## src/rtl/reg_file_pkg.sv

```systemverilog
// Shared memory-subsystem types and helpers used by register files, FIFOs and RAM wrappers.
// Read-port payload is sized for the widest supported word (RP_DW); narrower users zero-extend.
package reg_file_pkg;

  localparam int RP_DW = 64;

  typedef struct packed {
    logic [RP_DW-1:0] data;
    logic             valid;
  } rd_port_t;

  function automatic int mem_clog2(input int n);
    int r;
    r = 0;
    while ((1 << r) < n) r++;
    return r;
  endfunction

endpackage

```

## src/rtl/reg_file_if.sv

```systemverilog
// Write/clear/read bundle of the register file; master drives requests, slave returns read data.
// All slave outputs are registered, so the bundle carries no combinational return paths.
interface reg_file_if import reg_file_pkg::*; #(
  parameter int WIDTH = 8,
  parameter int DEPTH = 8
) ();

  localparam int AW = mem_clog2(DEPTH);

  logic             we;
  logic [AW-1:0]    waddr;
  logic [WIDTH-1:0] wdata;
  logic             clr;
  logic [AW-1:0]    raddr0;
  logic [AW-1:0]    raddr1;
  logic [WIDTH-1:0] rdata0;
  logic [WIDTH-1:0] rdata1;
  logic             rvalid0;
  logic             rvalid1;
  logic             wr_err;

  modport master (
    output we, waddr, wdata, clr, raddr0, raddr1,
    input  rdata0, rdata1, rvalid0, rvalid1, wr_err
  );

  modport slave (
    input  we, waddr, wdata, clr, raddr0, raddr1,
    output rdata0, rdata1, rvalid0, rvalid1, wr_err
  );

endinterface

```

## src/rtl/reg_file_en_reg.sv

```systemverilog
// Enable-gated register with async active-low reset; q updates one edge after en, holds otherwise.
// No backpressure: the enable is the only qualifier.
module en_reg #(
  parameter int WIDTH = 8
) (
  input  logic             clk,
  input  logic             rst_n,
  input  logic             en,
  input  logic [WIDTH-1:0] d,
  output logic [WIDTH-1:0] q
);

  always_ff @(posedge clk or negedge rst_n) begin
    if (!rst_n) q <= '0;
    else        q <= en ? d : q;
  end

endmodule

```

## src/rtl/reg_file.sv

```systemverilog
// DEPTH x WIDTH register file, one write and two registered read ports, valid tracking, clear, bypass.
// Read latency 1 cycle; no backpressure, every port samples each edge. WIDTH must not exceed RP_DW.
module reg_file import reg_file_pkg::*; #(
  parameter int WIDTH  = 8,
  parameter int DEPTH  = 8,
  parameter int BYPASS = 1
) (
  input  logic        clk,
  input  logic        rst_n,
  reg_file_if.slave   bus
);

  localparam int AW = mem_clog2(DEPTH);

  logic [WIDTH-1:0] mem [DEPTH];
  logic [DEPTH-1:0] valid;
  logic [DEPTH-1:0] valid_nxt;
  logic [WIDTH-1:0] entry_d;
  logic             w_in_range;
  logic             w_ok;
  logic             wr_err_q;
  logic [AW-1:0]    raddr [2];

  assign w_in_range = int'(bus.waddr) < DEPTH;
  assign w_ok       = bus.we && !bus.clr && w_in_range;
  assign entry_d    = bus.clr ? '0 : bus.wdata;
  assign raddr[0]   = bus.raddr0;
  assign raddr[1]   = bus.raddr1;

  // Clear rides the same enable as a write, loading zero into every entry.
  for (genvar i = 0; i < DEPTH; i++) begin : g_entry
    logic hit;
    assign hit = bus.clr || (w_ok && bus.waddr == AW'(i));
    en_reg #(.WIDTH(WIDTH)) u_entry (
      .clk   (clk),
      .rst_n (rst_n),
      .en    (hit),
      .d     (entry_d),
      .q     (mem[i])
    );
  end

  always_comb begin
    valid_nxt = valid;
    if (bus.clr) begin
      valid_nxt = '0;
    end else if (w_ok) begin
      for (int i = 0; i < DEPTH; i++) begin
        if (bus.waddr == AW'(i)) valid_nxt[i] = 1'b1;
      end
    end
  end

  always_ff @(posedge clk or negedge rst_n) begin
    if (!rst_n) begin
      valid    <= '0;
      wr_err_q <= 1'b0;
    end else begin
      valid    <= valid_nxt;
      wr_err_q <= bus.we && !bus.clr && !w_in_range;
    end
  end

  // Out-of-range read addresses match no entry and fall through to zero/invalid.
  for (genvar p = 0; p < 2; p++) begin : g_rd
    rd_port_t   nxt;
    logic [WIDTH:0] q;
    logic       unused_hi;

    always_comb begin
      nxt = '0;
      if (bus.clr) begin
        nxt = '0;
      end else if (BYPASS != 0 && w_ok && raddr[p] == bus.waddr) begin
        nxt.data  = RP_DW'(bus.wdata);
        nxt.valid = 1'b1;
      end else begin
        for (int i = 0; i < DEPTH; i++) begin
          if (raddr[p] == AW'(i)) begin
            nxt.data  = RP_DW'(mem[i]);
            nxt.valid = valid[i];
          end
        end
      end
    end

    assign unused_hi = ^nxt.data;

    en_reg #(.WIDTH(WIDTH + 1)) u_rd (
      .clk   (clk),
      .rst_n (rst_n),
      .en    (1'b1),
      .d     ({nxt.data[WIDTH-1:0], nxt.valid}),
      .q     (q)
    );
  end

  assign bus.rdata0  = g_rd[0].q[WIDTH:1];
  assign bus.rvalid0 = g_rd[0].q[0];
  assign bus.rdata1  = g_rd[1].q[WIDTH:1];
  assign bus.rvalid1 = g_rd[1].q[0];
  assign bus.wr_err  = wr_err_q;

endmodule

```

## src/flat_wrapper.sv

```systemverilog
// flat-port wrapper written by rule: the top's interface ports become plain ports
module reg_file_flat import reg_file_pkg::*;
#(
  parameter int WIDTH  = 8,
  parameter int DEPTH  = 8,
  parameter int BYPASS = 1
)
  (clk, rst_n, bus_we, bus_waddr, bus_wdata, bus_clr, bus_raddr0, bus_raddr1, bus_rdata0, bus_rdata1, bus_rvalid0, bus_rvalid1, bus_wr_err);
  reg_file_if #(.WIDTH(WIDTH), .DEPTH(DEPTH)) bus_i ();
  input  logic clk;
  input  logic rst_n;
  input wire logic [$bits(bus_i.we)-1:0] bus_we;
  input wire logic [$bits(bus_i.waddr)-1:0] bus_waddr;
  input wire logic [$bits(bus_i.wdata)-1:0] bus_wdata;
  input wire logic [$bits(bus_i.clr)-1:0] bus_clr;
  input wire logic [$bits(bus_i.raddr0)-1:0] bus_raddr0;
  input wire logic [$bits(bus_i.raddr1)-1:0] bus_raddr1;
  output wire logic [$bits(bus_i.rdata0)-1:0] bus_rdata0;
  output wire logic [$bits(bus_i.rdata1)-1:0] bus_rdata1;
  output wire logic [$bits(bus_i.rvalid0)-1:0] bus_rvalid0;
  output wire logic [$bits(bus_i.rvalid1)-1:0] bus_rvalid1;
  output wire logic [$bits(bus_i.wr_err)-1:0] bus_wr_err;
  assign bus_i.we = bus_we;
  assign bus_i.waddr = bus_waddr;
  assign bus_i.wdata = bus_wdata;
  assign bus_i.clr = bus_clr;
  assign bus_i.raddr0 = bus_raddr0;
  assign bus_i.raddr1 = bus_raddr1;
  assign bus_rdata0 = bus_i.rdata0;
  assign bus_rdata1 = bus_i.rdata1;
  assign bus_rvalid0 = bus_i.rvalid0;
  assign bus_rvalid1 = bus_i.rvalid1;
  assign bus_wr_err = bus_i.wr_err;
  reg_file #(.WIDTH(WIDTH), .DEPTH(DEPTH), .BYPASS(BYPASS)) u_core (.clk(clk), .rst_n(rst_n), .bus(bus_i));
endmodule
```

## config.mk

```make
export PLATFORM = sky130hd
export DESIGN_NAME = reg_file_flat
export DESIGN_NICKNAME = d
export VERILOG_FILES = /design/src/rtl/reg_file_pkg.sv /design/src/rtl/reg_file_if.sv /design/src/rtl/reg_file_en_reg.sv /design/src/rtl/reg_file.sv /design/src/flat_wrapper.sv
export SDC_FILE = /design/constraint.sdc
export NUM_CORES = 1
export LEC_CHECK = 0
export BUFFER_PORTS_ARGS = -buffer_cell sky130_fd_sc_hd__buf_4
export CAP_MARGIN = 10
export CORE_ASPECT_RATIO = 0.8
export CORE_MARGIN = 4
export CORE_UTILIZATION = 61
export CTS_CLUSTER_SIZE = 10
export DETAILED_ROUTE_END_ITERATION = 6
export GPL_ROUTABILITY_DRIVEN = 0
export PLACE_DENSITY_LB_ADDON = 0.25
export SYNTH_ARGS = -nofsm -noshare
export SYNTH_HDL_FRONTEND = slang
export SYNTH_HIERARCHICAL = 1
export SYNTH_SLANG_ARGS = --single-unit
```

## constraint.sdc

```tcl
create_clock -name clk -period 2 [get_ports clk]
set_input_delay 0.4 -clock clk [delete_from_list [all_inputs] [get_ports clk]]
set_output_delay 0.4 -clock clk [all_outputs]
set_load 0.01 [all_outputs]
```

==> impl_results.md, run 1 <==
- Mapped Avg Cell Area: 12.69 sq um
- Leading area contributor after synthesis: dfrtp_1
- CP required: 2.23 ns
- Final hold viol count: 0
- Slew headroom: 0.5268
- Unrepaired setup endpoints after global routing: false
- Area delta synth->final: 11.50%
- Clock Skews: just under 0.005 ns
- Final period util: 0.8487
- Worst Hold Class: in -> reg
- Vias in the first global route: 3864
- Switch share: 0.2680
- Bufs on Longest Clock Path: 2
- # diodes: 0
- Number of port buffers: 38
- Max Fclk: 589.2 MHz
- # clock sinks: 90
- Starting density of the core: 0.6352
- Finished Layout Cells: 590
- CP arrival: roughly 1.9 ns
- Status: finished clean
- Post-synth EDFFs: 0
- Gr ovfl total: 0
- Part of the power in registers: 0.441
- Vias post-DR: 3742
- Total wire length: 13680 microns
- Static Leak: 0.002899 uW
- Final setup vio count: 0
- FF+latch count, synth: 90
- Post-CTS setup buffers: 0
- Pre-CTS WS: between 0.015 and 0.02 ns
- Fin. max-slew vios: 0
- TritonCTS clock tree: done
- Synth warn: 6
- First-pass GRT wire length: 21980 microns
- Pwr dens: 795.0 nW/um^2
- Critical Path Fanout Max: 3
- Yosys cell types: 46
- Largest net degree at the start of global routing: 37
- H-tree depth: 3
- Final instance area: 6115 sq um
- Minimum clock period: 1.697 ns
- Tot GR Track Use: 0.2735
- Drt drc: 0
- CTS Root Cell: clkbuf_16
- CTS resizes: 0
- CORE AREA: 8633 sq um
- Synthesized instance count: 432
- Clock power share: 0.354
- Fin worst setup slack: 0.3026 ns
- Die area: 10580 sq um
- Final nets: slightly below 500
- Cts bufs inserted: 9
- Vias per inst: 6.342
- Layout cell share with drive strength beyond 1: 0.4163
- # hold bufs at CTS: 1
- CP Capture Type: register
- Dominant cells by area after synthesis: dfrtp_1 41%, mux2_4 22%, mux4_2 6.2%
- Asr flop ratio synth: 1.000
- Comb pwr share: 0.205
- Critical path type: reg -> reg
- Setup tns final: 0 ns
- Int Pwr: 3558 uW
- Worst-path clk slew: roughly 0.060 ns
- Number of fill cells: 579
- Type of origin of the critical path: register
- Synth Flop Type: dfrtp_1
- Antenna Nets Post-Route: 0
- Dpl cell area: 5799 sq um
- Worst IR Drop VDD: 0.0006657 V
- Dpl cells: 573
- Utilization after layout: 0.7083
- Worst slew pin tran: a little over 0.7 ns
- Mapped cell area: 5484 sq um
- Sw Pwr: 1303 uW
- TritonRoute pass-1 iters: 5
- Initial DRC count: 383
- Die W: 114.0 microns
- IO Pins: 40
- Max Cap Viol: 0
- Die height: 92.81 microns
- Initial antenna violation count: 0
- Sequential-to-total area share from yosys stat: 0.4107
- Top-area cell type share of the netlist area: 0.4107
- Post-DP HPWL: 9723 microns
- Clock Latency Late Sink: about 0.34 ns
- Row cnt: 30
- Detailed-route wire length per cell: approximately 23 microns
## power by group through the flow
stage,logic (uW),clock network [uW],registers [uW]
3_5_place_dp,979,0,2170
3_3_place_gp,955,0,2160
2_1_floorplan,702,0,2130
5_1_grt,1070,1810,2160
6_report,998,1720,2140
4_1_cts,989,1740,2140
## layout make-up
class | instances | area (sq um) | area share
Sequential cell | 90 | 2252 | 0.3683
Multi-Input combinational cell | 306 | 2922 | 0.4778
Timing Repair Buffer | 62 | 480.5 | 0.07858
Tap cell | 112 | 140.1 | 0.02292
Clock buffer | 11 | 252.7 | 0.04133
Clock inverter | 5 | 52.55 | 0.008594
Inverter | 4 | 15.01 | 0.002455
## critical path: stages (launching register included)
cell,delay (ns)
dfrtp_1,0.40
mux2_1,0.31
a22oi_1,0.14
o221ai_1,0.18
a21oi_1,0.22
nor3_2,0.07
mux2_4,0.27
## through the flow
step	total power, uW	hold WS (ns)
2_1_floorplan	2833	0.1044
3_3_place_gp	3115	0.3456
3_5_place_dp	3146	0.3613
4_1_cts	4865	0.3963
5_1_grt	5033	0.4287
6_report	4861	0.4063
## metal layers
metal  global-route usage  routed length, microns  up-vias
met2               0.4474                    6843      136
met1               0.3674                    5891     1931
li1                     -                       -     1646
met4              0.09100                     280        0
met3              0.05095                     667       29
met5                    0                       0        -
## synthesized netlist by cell type (5+ instances only)
master and n:
mux2_4 82, buf_6 14, nand2_1 18, o21ai_0 14
xnor2_1 5, o221ai_1 10, mux4_2 15, a22oi_1 9
mux2i_1 19, or2_2 6, buf_2 6, o21ai_1 5
nand2b_1 5, a21oi_1 18, dfrtp_1 90, nor2b_1 14
nor2_1 41, nor3_1 7
## sequential cells by signal (all words and copies together) (netlist names)
signal	flops
u_core/g_entry.u_entry/q	64
u_core/g_rd.u_rd/q	18
u_core/valid	8
## placed cells by master, fill, tap and decap left out, types with 14 or more instances in the layout
master	n
buf_4	60
nor2_1	41
o21ai_0	14
mux4_2	15
dfrtp_1	90
mux2i_1	19
mux2_4	82
nor2b_1	14
nand2_1	18
a21oi_1	18
## cells by family (layout without fill, tap and decap cells)
| logic type | after synthesis | count (layout) | share of synthesized area |
|---|---|---|---|
| multiplexers | 123 | 123 | 0.3352 |
| AND/OR/NAND/NOR | 103 | 103 | 0.09560 |
| flip-flops | 90 | 90 | 0.4107 |
| AO/OA/AOI/OAI | 71 | 71 | 0.08898 |
| buffers and inverters | 37 | 82 | 0.05726 |
| XOR/XNOR | 6 | 6 | 0.01095 |
| other | 2 | 3 | 0.001369 |
## path summary, 6_finish.rpt
path / cells past startpoint / slack (ns) / from / to
worst max-delay path: 6 / 0.30 / u_core/g_entry[2].u_entry/q[2]$_DFFE_PN0P_ / u_core/g_rd[1].u_rd/q[3]$_DFFE_PN0P_
worst min-delay path: 3 / 0.41 / bus_waddr[0] / u_core/valid[3]$_DFFE_PN0P_
worst max register to register: 6 / 0.30 / u_core/g_entry[2].u_entry/q[2]$_DFFE_PN0P_ / u_core/g_rd[1].u_rd/q[3]$_DFFE_PN0P_
worst min register to register: 2 / 0.54 / u_core/valid[6]$_DFFE_PN0P_ / u_core/valid[6]$_DFFE_PN0P_
max in group asynchronous: 3 / 0.92 / rst_n / u_core/g_rd[1].u_rd/q[3]$_DFFE_PN0P_
min in group asynchronous: 2 / 0.53 / rst_n / u_core/g_entry[1].u_entry/q[2]$_DFFE_PN0P_
Power figures use the tool's default switching activity.
==> inputs of run 2 (changes only) <==
--- a/config.mk
+++ b/config.mk
@@ -5,6 +5,7 @@
 export SDC_FILE = /design/constraint.sdc
 export NUM_CORES = 1
 export LEC_CHECK = 0
+export ABC_AREA = 1
 export BUFFER_PORTS_ARGS = -buffer_cell sky130_fd_sc_hd__buf_4
 export CAP_MARGIN = 10
 export CORE_ASPECT_RATIO = 0.8
==> constraint.sdc (replaced) <==
create_clock -name clk -period 1.8 [get_ports clk]
set_input_delay 0.36 -clock clk [delete_from_list [all_inputs] [get_ports clk]]
set_output_delay 0.36 -clock clk [all_outputs]
set_load 0.01 [all_outputs]
==> run 2 against run 1 <==
Effect of this change: the run now ends with design-rule violations left; clock skew increased by 0.013 ns; global-route usage rose by 5.6 points; wire length grew 20%; clock power shrank 14%; total power fell by 3.7%; design area decreased by 2.6%; via count rose by 48%; worst hold slack got worse by 0.089 ns; register-to-register slack gained 0.07 ns; critical path depth grew 4; non-clock buffer count grew 4; critical endpoint is now u_core/g_rd[0].u_rd/q[5]$_DFFE_PN0P_; largest power group unchanged.
==> impl_results.md, run 2 <==
- Status: finished with violations
- Failing checks: design-rule violations
- Layout cell share with drive strength beyond 1: 0.1299 (-0.2864)
- Minimum clock period: 1.523 ns
- Number of port buffers: 38 (unchanged)
- Cts bufs inserted: 9 (unchanged)
- Initial DRC count: 725 (+89%)
- Largest regs: u_core/g_entry.u_entry/q (64), u_core/g_rd.u_rd/q (18), u_core/valid (8)
- Worst IR Drop VDD: 0.0006928 V (+4.1%)
- Synthesized instance count: 785 (+82%)
- Clock Latency Late Sink: 0.38 ns (+0.04 ns)
- Final instance area: 5956 sq um (-2.6%)
- H-tree depth: 3 (unchanged)
- Max reg flops: 64 (unchanged)
- Die height: 91.49 microns (-1.4%)
- Fin. max-slew vios: 0 (unchanged)
- CTS Root Cell: clkbuf_8
- Mapped cell area: 5315 sq um (-3.1%)
- Top reg by flops: u_core/g_entry.u_entry/q
- Pwr dens: 786.1 nW/um^2 (-1.1%)
- # diodes: 0 (unchanged)
- Dominant cells by area after synthesis: dfrtp_1 42%, nand2_1 25%, inv_1 5.3%
- Vias in the first global route: 5065 (+31%)
- Final Total Pwr: 4682 uW (-3.7%)
- Static Leak: 0.003286 uW (+13%)
- Initial antenna violation count: 0 (unchanged)
- Setup tns final: 0 ns (unchanged)
- Post-synth EDFFs: 0 (unchanged)
- Max Fclk: 656.6 MHz
- Worst Hold Class: in -> reg
- Sequential-to-total area share from yosys stat: 0.4237 (+0.01305)
- Top-area cell type share of the netlist area: 0.4237 (+0.01305)
- Type of origin of the critical path: primary input
- Mapped Avg Cell Area: 6.771 sq um (-47%)
- Synth Flop Type: dfrtp_1
- Most common cell after layout, fill and taps aside: nand2_1
- Final hold viol count: 0 (unchanged)
- Final nets: 855 (+73%)
- FF+latch count, synth: 90 (unchanged)
- Gr ovfl total: 0 (unchanged)
- Tot GR Track Use: 0.3298 (+0.05636)
- Die W: 112.4 microns (-1.4%)
- Dpl cell area: 5737 sq um (-1.1%)
- Fin worst setup slack: 0.2769 ns (-0.02572 ns)
- CORE AREA: 8483 sq um (-1.7%)
- First-pass GRT wire length: 26400 microns (+20%)
- TritonCTS clock tree: done
- Largest net degree at the start of global routing: 46 (+24%)
- Top post-synthesis cells by count: 353 x nand2_1, 90 x dfrtp_1, 75 x inv_1
- Vias post-DR: 5529 (+48%)
- Antenna Nets Post-Route: 0 (unchanged)
- # clock sinks: 90 (unchanged)
- CP Capture Type: register
- Total wire length: 16480 microns (+20%)
- CTS resizes: 0 (unchanged)
- Most instantiated library cell after synthesis: nand2_1
- Final period util: 0.8462
- Leading area contributor after synthesis: dfrtp_1
- Critical Path Fanout Max: 16 (+13)
- Unrepaired setup endpoints after global routing: false
- Bufs on Longest Clock Path: 2 (unchanged)
- Post-CTS setup buffers: 0 (unchanged)
- Synth warn: 6 (unchanged)
- Max Cap Viol: 0 (unchanged)
- Yosys cell types: 27 (-41%)
- TritonRoute pass-1 iters: 7 (+2)
- Row cnt: 30 (unchanged)
- Area delta synth->final: 12.05%
- Pre-CTS WS: -0.004834 ns (-0.02318 ns)
- Asr flop ratio synth: 1.000 (unchanged)
- Clock Skews: 0.01761 ns (+0.01264 ns)
- Worst-path clk slew: 0.09 ns (+0.03 ns)
- Critical path type: in -> reg
- Starting density of the core: 0.6265 (-0.008669)
- CP required: 2.07 ns (-0.16 ns)
- Commonest cells after routing, fill and taps aside: 353 x nand2_1, 90 x dfrtp_1, 75 x inv_1
- IO Pins: 40 (unchanged)
- Final setup vio count: 0 (unchanged)
- Die area: 10280 sq um (-2.8%)
- Post-DP HPWL: 12200 microns (+26%)
- Detailed-route wire length per cell: 17.33 microns (-25%)
- CP arrival: 1.79 ns (-0.14 ns)
- Drt drc: 5 (+5)
- Vias per inst: 5.814 (-8.3%)
==> run 2: cell types whose count changed after synthesis, moves of 7 or more <==
cell and delta:
o221ai_1 -10, nor3_1 -7, mux4_2 -15, nor2b_1 -14
nand4_1 +39, inv_1 +71, o21ai_0 +22, nand3_1 +37
nand2_1 +335, mux2_4 -82, nor2_1 +23, inv_2 +14
mux2i_1 -19
==> run 2: per-stage QoR <==
stage | hold slack, ns | utilization | cells
after CTS | 0.3054 | 0.7021 | 951
after floorplan | 0.06441 | - | 786
after global placement | 0.2467 | 0.6763 | 934
final | 0.3171 | 0.7021 | 951
after detailed placement | 0.2528 | 0.6763 | 934
after global routing | 0.3537 | 0.7021 | 951
==> run 2: power breakdown <==
part	internal (uW)	total, uW	switching [uW]
Combinational	296	875	579
Clock	697	1480	787
Sequential	2180	2320	143
==> run 2: cells by family after synthesis <==
logic type | after synthesis | synth area share
other | 2 | 0.001413
xor gates and xnor gates | 1 | 0.001648
and+or+nand+nor | 505 | 0.3927
DFF | 90 | 0.4237
buffers and inverters | 119 | 0.1102
AOI/OAI and AO/OA | 68 | 0.07039
==> run 2: critical path, stage by stage <==
cell     delay [ns]
buf_4          0.20
inv_1          0.12
nand3_1        0.26
inv_1          0.23
nand2_1        0.11
nand4_1        0.14
nor2_1         0.19
nor2_1         0.07
nand2_1        0.07
nand2_1        0.05
==> run 2: worst paths after layout <==
kind	start	end	slack, ns	depth (start not counted)
worst max-delay path	bus_raddr0[0]	u_core/g_rd[0].u_rd/q[5]$_DFFE_PN0P_	0.28	10
worst min-delay path	bus_waddr[2]	u_core/valid[4]$_DFFE_PN0P_	0.32	3
worst min register to register	u_core/g_entry[7].u_entry/q[4]$_DFFE_PN0P_	u_core/g_entry[7].u_entry/q[4]$_DFFE_PN0P_	0.49	2
min in group asynchronous	rst_n	u_core/g_entry[0].u_entry/q[1]$_DFFE_PN0P_	0.39	2
worst max register to register	u_core/g_entry[2].u_entry/q[4]$_DFFE_PN0P_	u_core/g_rd[0].u_rd/q[5]$_DFFE_PN0P_	0.37	8
max in group asynchronous	rst_n	u_core/g_entry[2].u_entry/q[6]$_DFFE_PN0P_	0.90	3
==> run 2: final cells by class <==
type,instances,area (sq um)
repair buffers,66,535.5
fillers,723,2527
multi-input cells,577,2481
inverters,90,337.8
flip-flops and latches,90,2252
clock inverters,6,71.32
clock buffers,10,137.6
well taps,112,140.1
==> run 2: timing repair <==
| item | CTS | global route |
|---|---|---|
| setup endpoints to repair | 0 | 0 |
| hold buffers | 1 | 0 |
| endpoints found under the hold margin | 13 | 0 |
==> run 2: layer usage <==
metal	up-vias	routed length [microns]	track usage
li1	2540	-	-
met1	2527	6761	0.4766
met2	404	6791	0.4598
met3	58	2364	0.1053
met4	0	566	0.1261
met5	-	0	0.005128
